--- config.mk ---
export PLATFORM = sky130hd
export DESIGN_NAME = bcd_updown_counter_flat
export DESIGN_NICKNAME = d
export VERILOG_FILES = /design/src/rtl/bcd_updown_counter_if.sv /design/src/rtl/bcd_updown_counter.sv /design/src/flat_wrapper.sv
export SDC_FILE = /design/constraint.sdc
export NUM_CORES = 1
export LEC_CHECK = 0
export ABC_CLOCK_PERIOD_IN_PS = 2200
export BUFFER_PORTS_ARGS = -buffer_cell sky130_fd_sc_hd__buf_2
export CAP_MARGIN = 30
export CORE_MARGIN = 5
export CORE_UTILIZATION = 50
export CTS_BUF_LIST = sky130_fd_sc_hd__clkbuf_4 sky130_fd_sc_hd__clkbuf_8
export DETAILED_ROUTE_END_ITERATION = 10
export PLACE_DENSITY = 0.87
export RECOVER_POWER = 50
export REMOVE_ABC_BUFFERS = 1
export SKIP_CTS_REPAIR_TIMING = 1
export SYNTH_ARGS = -nofsm -noshare
export SYNTH_HDL_FRONTEND = slang
export SYNTH_SLANG_ARGS = --single-unit
--- constraint.sdc ---
create_clock -name clk -period 2.2 [get_ports clk]
set_input_delay 0.22 -clock clk [delete_from_list [all_inputs] [get_ports clk]]
set_output_delay 0.22 -clock clk [all_outputs]
set_load 0.05 [all_outputs]
--- src/rtl/bcd_updown_counter_if.sv ---
// bcd_updown_counter_if: control, load and status signals of the BCD up/down counter
interface bcd_updown_counter_if #(parameter int DIGITS = 8);
    logic                  en;
    logic                  up;
    logic                  clear;
    logic                  load;
    logic [4*DIGITS-1:0]   load_val;
    logic [4*DIGITS-1:0]   count;
    logic                  carry;
    logic                  borrow;
    logic                  load_err;
    modport master (output en, up, clear, load, load_val, input count, carry, borrow, load_err);
    modport slave  (input en, up, clear, load, load_val, output count, carry, borrow, load_err);
endinterface

--- src/rtl/bcd_updown_counter.sv ---
// bcd_updown_counter: multi-digit BCD up/down counter with load, clear and wrap/saturate policy
module bcd_updown_counter #(
    parameter int DIGITS    = 8,
    parameter bit EDGE_MODE = 1'b1,
    parameter bit SATURATE  = 1'b0
) (
    input logic                  clk,
    input logic                  reset,
    bcd_updown_counter_if.slave  bus
);
    localparam int W = 4 * DIGITS;
    logic [W-1:0] count_q, count_d, inc, dec;
    logic         en_q, carry_q, carry_d, borrow_q, borrow_d, load_err_q, load_err_d;
    logic         all9, all0, load_ok, step;
    assign step         = EDGE_MODE ? (bus.en & ~en_q) : bus.en;
    assign bus.count    = count_q;
    assign bus.carry    = carry_q;
    assign bus.borrow   = borrow_q;
    assign bus.load_err = load_err_q;
    // one ripple chain per direction: a digit changes only while every lower digit is at its rollover value
    always_comb begin
        inc     = count_q;
        dec     = count_q;
        all9    = 1'b1;
        all0    = 1'b1;
        load_ok = 1'b1;
        for (int i = 0; i < DIGITS; i++) begin
            if (all9) inc[4*i +: 4] = (count_q[4*i +: 4] == 4'd9) ? 4'd0 : count_q[4*i +: 4] + 4'd1;
            if (all0) dec[4*i +: 4] = (count_q[4*i +: 4] == 4'd0) ? 4'd9 : count_q[4*i +: 4] - 4'd1;
            all9    = all9 & (count_q[4*i +: 4] == 4'd9);
            all0    = all0 & (count_q[4*i +: 4] == 4'd0);
            load_ok = load_ok & (bus.load_val[4*i +: 4] <= 4'd9);
        end
    end
    // clear beats load beats step; dropped actions are simply lost
    always_comb begin
        count_d    = count_q;
        carry_d    = 1'b0;
        borrow_d   = 1'b0;
        load_err_d = 1'b0;
        if (bus.clear) begin
            count_d = '0;
        end else if (bus.load) begin
            count_d    = load_ok ? bus.load_val : count_q;
            load_err_d = ~load_ok;
        end else if (step && bus.up) begin
            count_d = (all9 && SATURATE) ? count_q : inc;
            carry_d = all9;
        end else if (step) begin
            count_d  = (all0 && SATURATE) ? count_q : dec;
            borrow_d = all0;
        end
    end
    // count, status pulses and en history, all cleared by reset
    always_ff @(posedge clk) begin
        if (reset) begin
            count_q    <= '0;
            en_q       <= 1'b0;
            carry_q    <= 1'b0;
            borrow_q   <= 1'b0;
            load_err_q <= 1'b0;
        end else begin
            count_q    <= count_d;
            en_q       <= bus.en;
            carry_q    <= carry_d;
            borrow_q   <= borrow_d;
            load_err_q <= load_err_d;
        end
    end
endmodule

--- src/flat_wrapper.sv ---
// flat-port wrapper written by rule: the top's interface ports become plain ports
module bcd_updown_counter_flat 
#(
    parameter int DIGITS    = 8,
    parameter bit EDGE_MODE = 1'b1,
    parameter bit SATURATE  = 1'b0
)
  (clk, reset, bus_en, bus_up, bus_clear, bus_load, bus_load_val, bus_count, bus_carry, bus_borrow, bus_load_err);
  bcd_updown_counter_if #(.DIGITS(DIGITS)) bus_i ();
  input logic clk;
  input logic reset;
  input wire logic [$bits(bus_i.en)-1:0] bus_en;
  input wire logic [$bits(bus_i.up)-1:0] bus_up;
  input wire logic [$bits(bus_i.clear)-1:0] bus_clear;
  input wire logic [$bits(bus_i.load)-1:0] bus_load;
  input wire logic [$bits(bus_i.load_val)-1:0] bus_load_val;
  output wire logic [$bits(bus_i.count)-1:0] bus_count;
  output wire logic [$bits(bus_i.carry)-1:0] bus_carry;
  output wire logic [$bits(bus_i.borrow)-1:0] bus_borrow;
  output wire logic [$bits(bus_i.load_err)-1:0] bus_load_err;
  assign bus_i.en = bus_en;
  assign bus_i.up = bus_up;
  assign bus_i.clear = bus_clear;
  assign bus_i.load = bus_load;
  assign bus_i.load_val = bus_load_val;
  assign bus_count = bus_i.count;
  assign bus_carry = bus_i.carry;
  assign bus_borrow = bus_i.borrow;
  assign bus_load_err = bus_i.load_err;
  bcd_updown_counter #(.DIGITS(DIGITS), .EDGE_MODE(EDGE_MODE), .SATURATE(SATURATE)) u_core (.clk(clk), .reset(reset), .bus(bus_i));
endmodule
==> results.toml, run 1 <==
[status]
outcome = "finished with violations"
violations = "negative setup slack"

[finish]
n_antenna_cell = 0
synthToLayoutAreaGrowth_pct = 25.0
fin_nets = 531
layout-drive-gt1-share_pct = 23.9

[sta]
setup_viol = 17
clock.fmax_mhz = 408
skew_ps = 6.80
finalHoldViolations = 0
setup_slack_ps = -251
relSlewSlack_pct = 56.4
worst_slew_pin_slew_ps = 654
drv_slew = 0
min_period_ps = 2450
fin_crit_sh_pct = 111
fin_hold_ws_ps = 127
rsz0062_at_grt = "true"

[floorplan]
core_area_um2 = 5850
die_y_um = 87.2
rows = 28
initial_core_util_pct = 50.9
die_w_um = 87.2
die_area_um2 = 7600
ioPinCount = 73

[yosys]
synth-seq-cells = 36
synth.avg_cell_area_um2 = 7.25
synth_warnings = 0
async_flop_share_pct = 0
syn_area_um2 = 2980
ys_types = 52
synth_top_family_by_area = "compound AO/OA/AOI/OAI gates"
synthMuxAreaShare_pct = 4.70
yosys.area_share.xor_xnor_pct = 5.00
syn_inst = 411
synth_ff_type = "dfxtp_1"
synth_compound_area_share_pct = 31.8
synth-simple-area-share_pct = 27.3
synth_fa_ha_area_share_pct = 0
synth-edff-count = 0
ys_seq_area_share_pct = 24.2

[detailed_routing]
vias_per_cell = 6.43
finalWirelength_mm = 9.67
drtIter0Drc = 484
ant_nets = 0
vias = 3660
drc_errors = 0
drt_first_pass_iters = 5
wire_per_inst_um = 17.0

[power_and_ir_drop]
internal_power_mw = 1.23
power_frac_seq_pct = 37.6
combinationalPowerShare_pct = 30.5
clkPwrFrac_pct = 31.8
ir_drop_v = 0.000296
p_sw_mw = 0.617
swShare_pct = 33.5
p_total_mw = 1.84
leakagePower_nw = 1.40
power_per_cell_area_nw_per_um2 = 495

[worst_hold_path]
min_path_type = "in -> reg"
hold_depth = 2

[worst_setup_path]
criticalPathCategory = "reg -> reg"
path_delay_family = "simple AND/OR/NAND/NOR gates"
cpPeakStageDelay_ps = 600
cp_cell_sequence = "or4_4, or4b_4, o21ai_1, nand3_2, a211oi_1, nor3_1"
cp.required_ps = 2340
arrival_ps = 2590
cp_max_fo = 5
worstRegToRegCells = 6
cp_slowest_cell = "or4b_4"
startpoint_type = "flip-flop"
end_kind = "flip-flop"
crit_cells = 6
r2r_slack_ps = -250
crit_buf_inv = 0

[place]
hpwlAfterDp_mm = 6.89
placement.io_buffers = 72
gp_congestion = 0.906

[grt]
grt_max_degree = 32
grt_pass1_vias = 3267
grt_first_pass_wirelength_mm = 15.3
antenna_found_initial = 0
grt_use_total_pct = 24.8
grt-ovfl-total = 0

[clock_network]
clk-insertion-delay-late_ps = 300
cts_root_buffer = "clkbuf_8"
clkTransAtPathRegs_ps = 80
cts_sinks = 36
cts_buffers = 5
cts_tree = "done"
h-tree-depth = 2
clk_path_buf_depth = 2

[run]
drv_cap = 0
[cell usage in the layout, fill, tap and decap left out, types with 14 or more instances in the layout]
cell      instances
a211oi_1         21
a21oi_1          14
buf_2            47
buf_4            43
clkbuf_1         25
dfxtp_1          35
mux2i_1          14
nand2_1          26
nand3_1          16
nor2_1           42
nor3_1           19
o21ai_0          41
[layer usage]
metal	GRT usage (%)	wire [um]
met2	40.0	4490
met5	0	0
met4	11.2	366
met1	32.4	3950
met3	4.26	870
[sequential cells by signal (all words and copies together), names as in the netlist]
signal               flops
u_core.bus.carry         1
u_core.en_q              1
u_core.bus.load_err      1
u_core.bus.count        32
u_core.bus.borrow        1
[layout make-up]
type                            instances  area [um^2]
Inverter                               13         48.8
Fill cell                             495         2130
Clock inverter                          3         42.5
Tap cell                               75         93.8
Clock buffer                            5         68.8
Sequential cell                        36          722
Timing Repair Buffer                  116          663
Multi-Input combinational cell        321         2080
[cell usage after synthesis, types with 2 or more instances]
cell	n	area [um^2]
nor2_1	42	158
o21ai_0	42	210
dfxtp_1	36	721
clkbuf_1	35	131
nand2_1	26	97.6
a211oi_1	21	158
nor3_1	21	105
nand3_1	18	90.1
a21oi_1	15	75.1
mux2i_1	14	140
xnor2_1	13	114
inv_1	12	45.0
a311oi_1	9	78.8
a22oi_1	8	60.1
o211ai_1	8	60.1
o31ai_1	8	60.1
nand4_1	7	43.8
and3_1	6	37.5
nor2b_1	6	37.5
nor4bb_1	5	50.1
a22o_1	4	35.0
buf_1	4	15.0
nor4_1	4	25.0
xor2_1	4	35.0
a222oi_1	3	30.0
and2_1	3	18.8
nand2b_1	3	18.8
o221a_2	3	33.8
or4_1	3	22.5
a221oi_1	2	17.5
a41oi_1	2	17.5
and4_1	2	17.5
nor3b_1	2	15.0
o221ai_1	2	17.5
[power groups by stage]
stage | combinational [mW] | sequential, mW | clock [mW]
floorplan | 0.254 | 0.782 | 0
global placement | 0.519 | 0.706 | 0
detailed placement | 0.532 | 0.708 | 0
CTS | 0.537 | 0.693 | 0.586
global route | 0.606 | 0.698 | 0.623
finish | 0.563 | 0.695 | 0.587
[worst paths after layout]
check                                                  startpoint                           endpoint
worst max-delay path             u_core.bus.count[4]$_SDFFE_PP0P_  u_core.bus.count[25]$_SDFFE_PP0P_
worst min-delay path                                        reset             u_core.en_q$_SDFF_PP0_
worst max register to register   u_core.bus.count[4]$_SDFFE_PP0P_  u_core.bus.count[25]$_SDFFE_PP0P_
worst min register to register  u_core.bus.count[24]$_SDFFE_PP0P_       u_core.bus.borrow$_SDFF_PP0_
[through the flow]
step / area (um^2) / std cells / utilization, % / setup TNS [ps] / setup WS, ps
2_1_floorplan: 2820 / 370 / - / -7690 / -515
3_3_place_gp: 3590 / 560 / 61.4 / -795 / -156
3_5_place_dp: 3590 / 560 / 61.4 / -1750 / -216
4_1_cts: 3700 / 568 / 63.3 / -2310 / -245
5_1_grt: 3720 / 569 / 63.6 / -4240 / -334
6_report: 3720 / 569 / 63.6 / -2440 / -251
[cell families after synthesis]
| group | Yosys count |
|---|---|
| buf+inv | 54 |
| simple gates | 155 |
| flops | 36 |
| mux | 14 |
| compound gates | 135 |
| xor+xnor | 17 |
(Power assumes the default switching activity.)
==> run 2, diff against run 1 <==
ABC_AREA = 1   (was not set)
ABC_CLOCK_PERIOD_IN_PS = 2140   (was 2200)
CORE_MARGIN = 4   (was 5)
CORE_UTILIZATION = 51   (was 50)
PLACE_DENSITY = 0.89   (was 0.87)
clock period = 2.14 ns   (was 2.2 ns; I/O delays follow)
==> run 2 against run 1 <==
The run now ends clean. Final area fell by 6.4%. Synthesized cell count rose by 26%. Sequential power rose by 7.1%. Clock skew rose by 1.4 ps. Power rose by 4.4%. Clock-buffer cell count rose by 2. Sequential cell count did not move. Utilization fell by 1.5 points. Final cell count rose by 16%. Setup slack improved by 600 ps. Largest cell class unchanged. Largest power group unchanged.
==> results.toml, run 2 <==
[status]
outcome = "finished clean"

[yosys]
synth_top_area_share_pct = 23.9
synth_area_leaders = "dfxtp_1 24%, nand2_1 18%, nor2_1 11%"
syn_area_um2 = 3020
synth_fa_ha_area_share_pct = 0
yosysTopAreaCell = "dfxtp_1"
synth-seq-cells = 36
async_flop_share_pct = 0
syn_inst = 517
synthMuxAreaShare_pct = 0.332
ys_types = 35
synth_ff_type = "dfxtp_1"
synth_common_cells = "147 x nand2_1, 85 x nor2_1, 40 x inv_1, 40 x o21ai_0, 38 x a21oi_1"
synth_top_family_by_area = "simple AND/OR/NAND/NOR gates"
yosys.area_share.xor_xnor_pct = 2.61
ys_seq_area_share_pct = 23.9
synth_warnings = 0
synth.avg_cell_area_um2 = 5.84
synth_compound_area_share_pct = 18.0
synth.most_common_cell = "nand2_1"
synth-simple-area-share_pct = 46.7
synth-edff-count = 0

[floorplan]
initial_core_util_pct = 53.8
core_area_um2 = 5610
die_area_um2 = 7210
rows = 27
die_y_um = 84.9
ioPinCount = 73
die_w_um = 84.9

[clock_network]
cts_tree = "done"
clk_path_buf_depth = 2
clkTransAtPathRegs_ps = 80
h-tree-depth = 2
cts_root_buffer = "clkbuf_8"
clk-insertion-delay-late_ps = 300
cts_sinks = 36
cts_buffers = 5

[finish]
largest_reg_flops = 32
fin_nets = 626
mostFrequentLayoutCell = "nand2_1"
n_antenna_cell = 0
layout-drive-gt1-share_pct = 16.6
fin_cells = 661
mostFrequentLayoutCells = "147 x nand2_1, 85 x nor2_1, 41 x inv_1"
synthToLayoutAreaGrowth_pct = 15.4
design_area_um2 = 3480

[detailed_routing]
drtIter0Drc = 267
finalWirelength_mm = 8.85
wire_per_inst_um = 13.4
drt_first_pass_iters = 5
drc_errors = 0
ant_nets = 0
vias_per_cell = 5.56
vias = 3673

[worst_setup_path]
criticalPathCategory = "in -> reg"
cp.required_ps = 2360
cp_max_fo = 30
startpoint_type = "primary input"
end_kind = "flip-flop"
arrival_ps = 2010

[place]
gp_congestion = 0.938
dpl_cell_area_um2 = 3430
hpwlAfterDp_mm = 6.66
placedCellCount = 653
dp_slack_ps = 333
placement.io_buffers = 72

[grt]
grt-ovfl-total = 0
antenna_found_initial = 0
grt_use_total_pct = 24.8
grt_max_degree = 38
grt_pass1_vias = 3398
grt_first_pass_wirelength_mm = 15.1

[power_and_ir_drop]
power_per_cell_area_nw_per_um2 = 553
ir_drop_v = 0.000282
leakagePower_nw = 1.57
p_total_mw = 1.93

[run]
drv_cap = 0

[sta]
min_period_ps = 1790
rsz0062_at_grt = "false"
relSlewSlack_pct = 8.15
setup_viol = 0
setup_slack_ps = 352
finalHoldViolations = 0
drv_slew = 0
fin_crit_sh_pct = 83.6
worst_slew_pin_slew_ps = 1380
setup_tns_ps = 0
clock.fmax_mhz = 559
skew_ps = 8.17

[worst_hold_path]
min_path_type = "in -> reg"
==> run 2: cell types whose count changed after synthesis, moves of 12 or more <==
cell	change
a211oi_1	-21
a21oi_1	+23
clkbuf_1	-31
inv_1	+28
mux2i_1	-13
nand2_1	+121
nand3_1	+12
nor2_1	+43
nor3_1	-15
xnor2_1	-13
==> run 2: routing by layer <==
metal / track usage (%) / part of all wire [%] / vias to the layer above / wire length, um
met2: 42.4 / 47 / 186 / 4200
met4: 7.34 / 0.93 / 0 / 82
li1: - / - / 1812 / -
met1: 32.1 / 43 / 1666 / 3770
met5: 0 / 0 / - / 0
met3: 3.79 / 9.0 / 9 / 801
==> run 2: cell families (layout without fill, tap and decap cells) <==
| kind of cell | count (synthesis) | count (layout) |
|---|---|---|
| AOI/OAI and AO/OA | 100 | 100 |
| muxes | 1 | 1 |
| DFF | 36 | 36 |
| and+or+nand+nor | 310 | 310 |
| buffers and inverters | 61 | 133 |
| xor gates and xnor gates | 9 | 9 |
==> run 2: cell type report <==
type	count	area, um^2
clock buffers	7	90.1
clock inverters	1	7.51
fillers	576	2120
inverters	49	188
multi-input cells	420	2040
flip-flops and latches	36	721
well taps	72	90.1
repair buffers	76	345
==> run 2: worst max-delay path: stages <==
cell	delay, ps
buf_2	100
nor2_1	100
clkbuf_1	1010
inv_1	330
nor2_1	240
==> run 2: power breakdown <==
group | switching (mW) | internal [mW]
combinational | 0.450 | 0.192
sequential | 0.0456 | 0.699
clock | 0.265 | 0.275
==> run 2: worst paths after layout <==
kind	end	cells past startpoint	slack [ps]	start
worst max register to register	u_core.bus.count[30]$_SDFFE_PP0P_	10	390	u_core.bus.count[8]$_SDFFE_PP0P_
worst min-delay path	u_core.en_q$_SDFF_PP0_	2	90	reset
worst min register to register	u_core.bus.count[9]$_SDFFE_PP0P_	2	520	u_core.bus.count[9]$_SDFFE_PP0P_
worst max-delay path	u_core.bus.load_err$_SDFF_PP0_	5	350	reset
==> run 2: through the flow <==
| step | hold WS [ps] | utilization [%] |
|---|---|---|
| 2_1_floorplan | 286 | - |
| 3_3_place_gp | 388 | 61.2 |
| 3_5_place_dp | 403 | 61.2 |
| 4_1_cts | 85.0 | 62.9 |
| 5_1_grt | 95.6 | 62.1 |
| 6_report | 89.1 | 62.1 |
